[src/rtl/shift_tx_pkg.sv]
// Shared types for the serializer controller: FSM state encoding and counter sizing.
// Used by shift_tx_ctrl; the PAR state is only reachable when SHIFT_TX_PARITY_EN is defined.
package shift_tx_pkg;

   typedef enum logic [1:0] {
      IDLE  = 2'd0,
      SHIFT = 2'd1,
      PAR   = 2'd2
   } state_t;

   // Bit-counter width; clamped to 1 so a degenerate width can never be produced.
   function automatic int cnt_w(input int n);
      return (n <= 2) ? 1 : $clog2(n);
   endfunction

endpackage

[src/rtl/shift_reg_rl.sv]
// Parallel-load shifter moving bits toward Q[0]; L loads D, R shifts In into the MSB.
// No reset: contents are don't-care until the controller loads a word.
module shift_reg_rl #(
   parameter int N = 4
) (
   input  logic         Clk,
   input  logic         L,
   input  logic         R,
   input  logic         In,
   input  logic [N-1:0] D,
   output logic [N-1:0] Q
);

   always_ff @(posedge Clk) begin
      if (L) begin
         Q <= D;
      end else if (R) begin
         Q <= {In, Q[N-1:1]};
      end
   end

endmodule

[src/rtl/shift_tx_ctrl.sv]
// Serializer sequencer: accepts a word on Valid/Ready, shifts it out LSB first on SerOut.
// Define SHIFT_TX_PARITY_EN to append one even-parity bit after the data bits.
module shift_tx_ctrl
   import shift_tx_pkg::*;
#(
   parameter int N = 4
) (
   input  logic         Clk,
   input  logic         Rst,
   input  logic [N-1:0] Data,
   input  logic         Valid,
   output logic         Ready,
   output logic         SerOut,
   output logic         SerValid,
   output logic         Busy,
   output logic         Done
);

   localparam int            CW       = cnt_w(N);
   localparam logic [CW-1:0] CNT_LAST = CW'(N - 1);

   state_t        state, state_nxt;
   logic [CW-1:0] cnt, cnt_nxt;
   logic          done_q, done_nxt;
   logic          load, shift_en;
   logic [N-1:0]  q;
   logic          unused_q;

   // Handshake: a word is accepted on a rising edge where Valid & Ready; Ready is high only in IDLE.
   shift_reg_rl #(.N(N)) u_shift (
      .Clk (Clk),
      .L   (load),
      .R   (shift_en),
      .In  (1'b1),
      .D   (Data),
      .Q   (q)
   );

   assign unused_q = ^q[N-1:1];

`ifdef SHIFT_TX_PARITY_EN
   logic par_q;

   always_ff @(posedge Clk or posedge Rst) begin
      if (Rst) begin
         par_q <= 1'b0;
      end else if (load) begin
         par_q <= ^Data;
      end
   end
`endif

   always_ff @(posedge Clk or posedge Rst) begin
      if (Rst) begin
         state  <= IDLE;
         cnt    <= '0;
         done_q <= 1'b0;
      end else begin
         state  <= state_nxt;
         cnt    <= cnt_nxt;
         done_q <= done_nxt;
      end
   end

   always_comb begin
      state_nxt = state;
      cnt_nxt   = cnt;
      done_nxt  = 1'b0;
      load      = 1'b0;
      shift_en  = 1'b0;
      Ready     = 1'b0;
      SerOut    = 1'b1;
      SerValid  = 1'b0;
      case (state)
         IDLE: begin
            Ready = 1'b1;
            if (Valid) begin
               load      = 1'b1;
               cnt_nxt   = '0;
               state_nxt = SHIFT;
            end
         end
         SHIFT: begin
            SerOut   = q[0];
            SerValid = 1'b1;
            shift_en = 1'b1;
            if (cnt == CNT_LAST) begin
               cnt_nxt = '0;
`ifdef SHIFT_TX_PARITY_EN
               state_nxt = PAR;
`else
               state_nxt = IDLE;
               done_nxt  = 1'b1;
`endif
            end else begin
               cnt_nxt = cnt + 1'b1;
            end
         end
         PAR: begin
`ifdef SHIFT_TX_PARITY_EN
            SerOut   = par_q;
            SerValid = 1'b1;
            done_nxt = 1'b1;
`endif
            state_nxt = IDLE;
         end
         default: begin
            state_nxt = IDLE;
         end
      endcase
   end

   assign Busy = (state != IDLE);
   assign Done = done_q;

endmodule
[config.mk]
export PLATFORM = sky130hd
export DESIGN_NAME = shift_tx_ctrl
export DESIGN_NICKNAME = d
export VERILOG_FILES = /design/src/rtl/shift_tx_pkg.sv /design/src/rtl/shift_reg_rl.sv /design/src/rtl/shift_tx_ctrl.sv
export SDC_FILE = /design/constraint.sdc
export NUM_CORES = 1
export LEC_CHECK = 0
export CAP_MARGIN = 10
export CORE_AREA = 5 5 42 44
export CTS_CLUSTER_DIAMETER = 40
export DETAILED_ROUTE_END_ITERATION = 16
export DIE_AREA = 0 0 47 49
export GPL_TIMING_DRIVEN = 0
export SYNTH_ARGS = -nofsm -noshare
export SYNTH_HDL_FRONTEND = slang
export SYNTH_HIERARCHICAL = 1
export SYNTH_SLANG_ARGS = --single-unit
[constraint.sdc]
create_clock -name Clk -period 1.7 [get_ports Clk]
set_input_delay 0.34 -clock Clk [delete_from_list [all_inputs] [get_ports Clk]]
set_output_delay 0.34 -clock Clk [all_outputs]
set_load 0.02 [all_outputs]
Word-level counts from Yosys, hierarchy flattened:

Cells that the tools add are included.

* multiply operators: 0
* add/sub/neg operators: 1
* shift-type cells: 0
* reduce and logical (&&, ||, !) cells: 6
* equality and inequality tests: 4
* div/mod/pow operators: 0
* order comparisons: 0
* bitwise gates (word level): 0
* multiplexer cells: 15

Operator list (count)
* two-way mux 2 bit: 4
* two-way mux 4 bit: 2
* case mux 2 bit (2 select lines): 2
* two-way mux 1 bit: 7
* nonzero test 2 bit: 3
* inequality test 2 bit, second input constant: 2
* AND reduction 2 bit: 2
* adder 2 x 1 -> 2 bit, second input constant: 1
* == test 2 x 1 -> 1 bit, second input constant: 1
* == test 2 bit, second input constant: 1
* zero test 2 bit: 1

* input bits: 7
* output and inout port bits: 5
* RAM bits: 0
* logic and storage cells: 30
* latch bits: 0
* memories kept: 0
* memory bits (read-only): 0
* register bits: 9

Longest topological paths before layout:

* word-level depth: 4
* mapped depth: 2
* gate-level depth less buffers: 2

Hierarchy:

The synthesis kept the hierarchy.

Modules (own cells, without submodules)
* shift_tx_ctrl: instances 1, area each 192.7 um2, cells each 17
* shift_reg_rl: instances 1, area each 171.4 um2, cells each 9

Worst setup path after synthesis:

Ideal clock, no wire load.

* path kind: register to register
* from: register state[0]
* to: register u_shift.Q[0], enable pin
* arrival: 1.150 ns
* setup slack: 0.290 ns
* period minus slack after synthesis: 1.410 ns
* cell stages (with the launch flop): 3
* setup time: 0.260 ns
* cells stage by stage: dfrtp_1 -> and2b_2 -> or2_2

* word-level cells in the longest chain between the ends: 3
* elaborated cells on any way between the ends: 5
* those cells by class: eq/ne: 1; mux: 2; reduce/logical: 2

Ends and longest elaborated chain
* start: declaration: line shift_tx_ctrl.sv:22 `state_t state, state_nxt;`
* start signal: assignment: line shift_tx_ctrl.sv:59 `state <= state_nxt;`
* zero test 2 bit: line shift_tx_ctrl.sv:74 `case (state)`
* two-way mux 1 bit: line shift_tx_ctrl.sv:74
* named net load: line shift_tx_ctrl.sv:25 `logic load, shift_en;`
* nonzero test 2 bit (no source line)
* end signal: assignment: line shift_reg_rl.sv:18 `Q <= {In, Q[N-1:1]};`
* end: declaration: line shift_reg_rl.sv:11 `output logic [N-1:0] Q`

The timed path passes the listed nets, and every way through them passes these cells.
A chain may end at the register's enable or synchronous reset.

Final worst setup path:

* from: register state[0]
* to: output SerOut

* word-level cells in the longest chain between the ends: 2

Ends and longest elaborated chain
* == test 2 x 1 -> 1 bit: line shift_tx_ctrl.sv:74
* two-way mux 1 bit: line shift_tx_ctrl.sv:74
* end: declaration: line shift_tx_ctrl.sv:13 `output logic SerOut,`

Every way passes these cells.

==> summary by stage <==
Setup path
The startpoint type of the worst setup path is a flip-flop. The worst endpoint data arrival time is 1220 ps. The startpoint identified for the worst register-to-register timing path is state[0].

In this run the critical register-to-register path is captured at u_shift/Q[1]. The setup check on the worst reg-to-reg path leaves a slack of approximately 360 ps. The type of the worst setup path is flip-flop to primary output. The kind of capture point of the worst setup path is a primary output.

For the worst setup path, the data required time is about 1400 ps. The depth of the worst register-to-register path is 2. The largest fanout of any net on the critical path is 10.

Synth
The synthesized design contains 4 enable-type register cells. The cell area after synthesis is ~360 sq um. Counting every instance in the synthesized netlist gives 26. The synthesized netlist net count is 34. In the synthesized netlist, the cells that appear most often are 4 x dfrtp_1, 4 x edfxtp_1, 4 x mux2_2. The number of distinct library cells after synthesis is 16.

Summed over all instances, the cell type with the most area after synthesis is edfxtp_1. Of all flip-flops after synthesis, the portion carrying an async set or reset was 0.500. The most used flip-flop cell after synthesis is edfxtp_1. The Yosys step of the flow raised 6 warnings. The post-synthesis sequential area ratio is 0.605. The area fraction of the dominant cell type after synthesis is 0.330.

The flop and latch count out of synthesis is 8. After synthesis, the cell types taking the most area are edfxtp_1 33%, dfrtp_1 27%, mux2_2 12%. The mean instance size in the synthesized netlist is about 14 sq um.

Run
The number of maximum-capacitance violations is 0.

Power and ir drop
The share of total power in sequential cells is 0.414. In this run the static leakage power is between 0.2 and 0.25 nW. The power per unit of standard cell area is ~1700 nW/um^2.

The share of total power dissipated in combinational logic is 0.418. Across the VDD grid, the largest voltage drop is 551 uV. The design draws about 0.0009 W. Of the total power, the clock network draws 0.168. Of the total power, the share spent switching nets is 0.323. The internal portion of the total power is ~0.00061 W.

The net switching power is around 0.00029 W.

Global route
Summed over all layers, the global routing overflow is 0. The initial antenna violation count is 0. The number of global-route vias before repair is approximately 250. For this run, the total global-route usage over all layers was measured as 0.0611.

Entering global routing, the biggest net connects 11 pins. The first global-routing pass estimated about 1.0 mm of wire.

Detailed routing
The routed design has 632 um of wire. The initial DRC count is 1. The number of iterations in the first detailed-routing pass is 2. The count of unresolved DRC violations after routing is 0. The number of nets with antenna violations after detailed routing is 0. The detailed-route vias per instance is between 4 and 5. The wire length per cell is about 11 um. The via count is roughly 240.

Timing
For the final routed database, the setup TNS stands at 0 ps. The clock skew after layout is 7.77 ps. The worst path needs around 1600 ps of the cycle, external delays included. Of the available clock period, the critical path in the final layout requires 0.918.

The maximum clock frequency is between 600 and 700 MHz. Setup repair after global routing left no endpoint under its margin. The final hold violation count is 0.

The setup violation total in the final timing report is 0. The count of final max-slew check failures is 0.

CTS
The total clock sinks is 8. The TritonCTS clock tree is done. After clock tree synthesis, the clock-pin slew on the worst setup and hold paths is around 50 ps. In this run, CTS created clock tree buffers numbering 3. The clock passes through at most 2 buffers. The number of setup buffers added after CTS is 0.

The root buffer cell is clkbuf_4. The clock latency on the worst-skew pair is 250 ps. In this run the number of H-tree levels came out at 1.

Layout
Counting the fill cells in the layout gives roughly 150. The share of cells above drive strength 1 is 0.317. 0 antenna diodes ended up in the layout. Compared with the post-synthesis result, the final layout area differs by 43.0%.

In the final design database the tool counted 50 nets.

Die
The floorplan step set the die height to between 40 and 50 um. The number of standard-cell rows in the floorplan is 14. The top-level port count is 12. The die width is 47 um. The floorplan step defined a die boundary enclosing between 2000 and 2500 sq um. The core region is approximately 1400 sq um. The initial utilization of the core area, before any placement, comes to 0.260.

Placed design
The port buffer count is 11. The HPWL after detailed placement is around 500 um. At the end of routability-driven placement, the weighted congestion stood at 0.628.

Status
The flow ran to the end, and the final reports show no timing, DRC or antenna violations.

Worst hold path
The kind of path behind the tightest hold check is input pin to asynchronous set/reset pin.
[worst max-delay path by stage]
stage / slack, ps / cells past startpoint / end / startpoint
after detailed placement: 8 / 3 / u_shift/Q[3] / Valid
after global routing: 60 / 2 / SerOut / state[0]
final: 140 / 2 / SerOut / state[0]
after floorplan: 290 / 2 / u_shift/Q[0] / state[0]
after global placement: 50 / 3 / u_shift/Q[0] / Valid
after CTS: 50 / 1 / Busy / state[0]
[worst max-delay path: stages, from the launching register on]
cell,delay (ps)
dfrtp_2,430
or2b_1,230
dlygate4sd2_1,310
[power by group through the flow]
| stage | clock network [W] | registers (W) | logic (W) |
|---|---|---|---|
| 2_1_floorplan | 0 | 0.000381 | 0.000235 |
| 3_3_place_gp | 0 | 0.000368 | 0.000392 |
| 3_5_place_dp | 0 | 0.000375 | 0.000407 |
| 4_1_cts | 0.000157 | 0.000375 | 0.000384 |
| 5_1_grt | 0.000171 | 0.000388 | 0.000405 |
| 6_report | 0.000151 | 0.000373 | 0.000376 |
[timing repair]
action	4_1_cts	5_1_grt
hold buffers	0	0
gates resized for setup	4	1
endpoints found under the setup margin	4	1
[layout by cell type, fill, tap and decap left out, drive strengths merged]
cell type      instances
clkbuf                 4
or2b                   1
and2b                  1
ha                     1
mux2                   4
dlygate4sd2            3
o21bai                 1
and2                   1
dlymetal6s2s           1
buf                    1
conb                   1
o31ai                  1
edfxtp                 4
a22o                   1
inv                    2
or2                    1
clkdlybuf4s50          7
dfrtp                  4
nor2                   1
or3b                   1
[routing by layer]
layer / GRT usage / wire length [um] / up-vias
li1: - / - / 119
met1: 0.0745 / 272 / 113
met5: 0 / 0 / -
met3: 0.0332 / 33 / 0
met2: 0.0928 / 326 / 4
met4: 0.0138 / 0 / 0
[cells by family after synthesis]
group | count (synthesis) | synth area share
other | 1 | 0.0103
buffers and inverters | 3 | 0.0413
multiplexers | 4 | 0.124
adder cells (fa/ha/maj) | 1 | 0.0344
AO/OA/AOI/OAI | 3 | 0.0687
flip-flops | 8 | 0.605
AND/OR/NAND/NOR | 6 | 0.117
[flip-flops by register name (all words and copies together), names as in the netlist]
signal / cells
Done: 1
cnt: 2
u_shift/Q: 4
state: 1
[metrics by stage]
| step | setup WS, ps | cell area, sq um | hold slack (ps) | utilization | instances |
|---|---|---|---|---|---|
| 2_1_floorplan | 290 | 364 | 106 | - | 26 |
| 4_1_cts | 46.7 | 518 | 279 | 0.370 | 57 |
| 3_5_place_dp | 8.35 | 494 | 483 | 0.353 | 53 |
| 3_3_place_gp | 52.1 | 494 | 466 | 0.353 | 53 |
| 6_report | 139 | 520 | 278 | 0.371 | 57 |
| 5_1_grt | 61.5 | 520 | 309 | 0.371 | 57 |
[final cells by class]
| class | instances | area, sq um | area share |
|---|---|---|---|
| plain buffers | 1 | 7.51 | 0.0144 |
| repair buffers | 11 | 109 | 0.209 |
| clock buffers | 4 | 26.3 | 0.0505 |
| inverters | 2 | 7.51 | 0.0144 |
| multi-input cells | 15 | 129 | 0.248 |
| flip-flops and latches | 8 | 221 | 0.425 |
| well taps | 16 | 20.0 | 0.0385 |
Power figures use the tool's default switching activity.
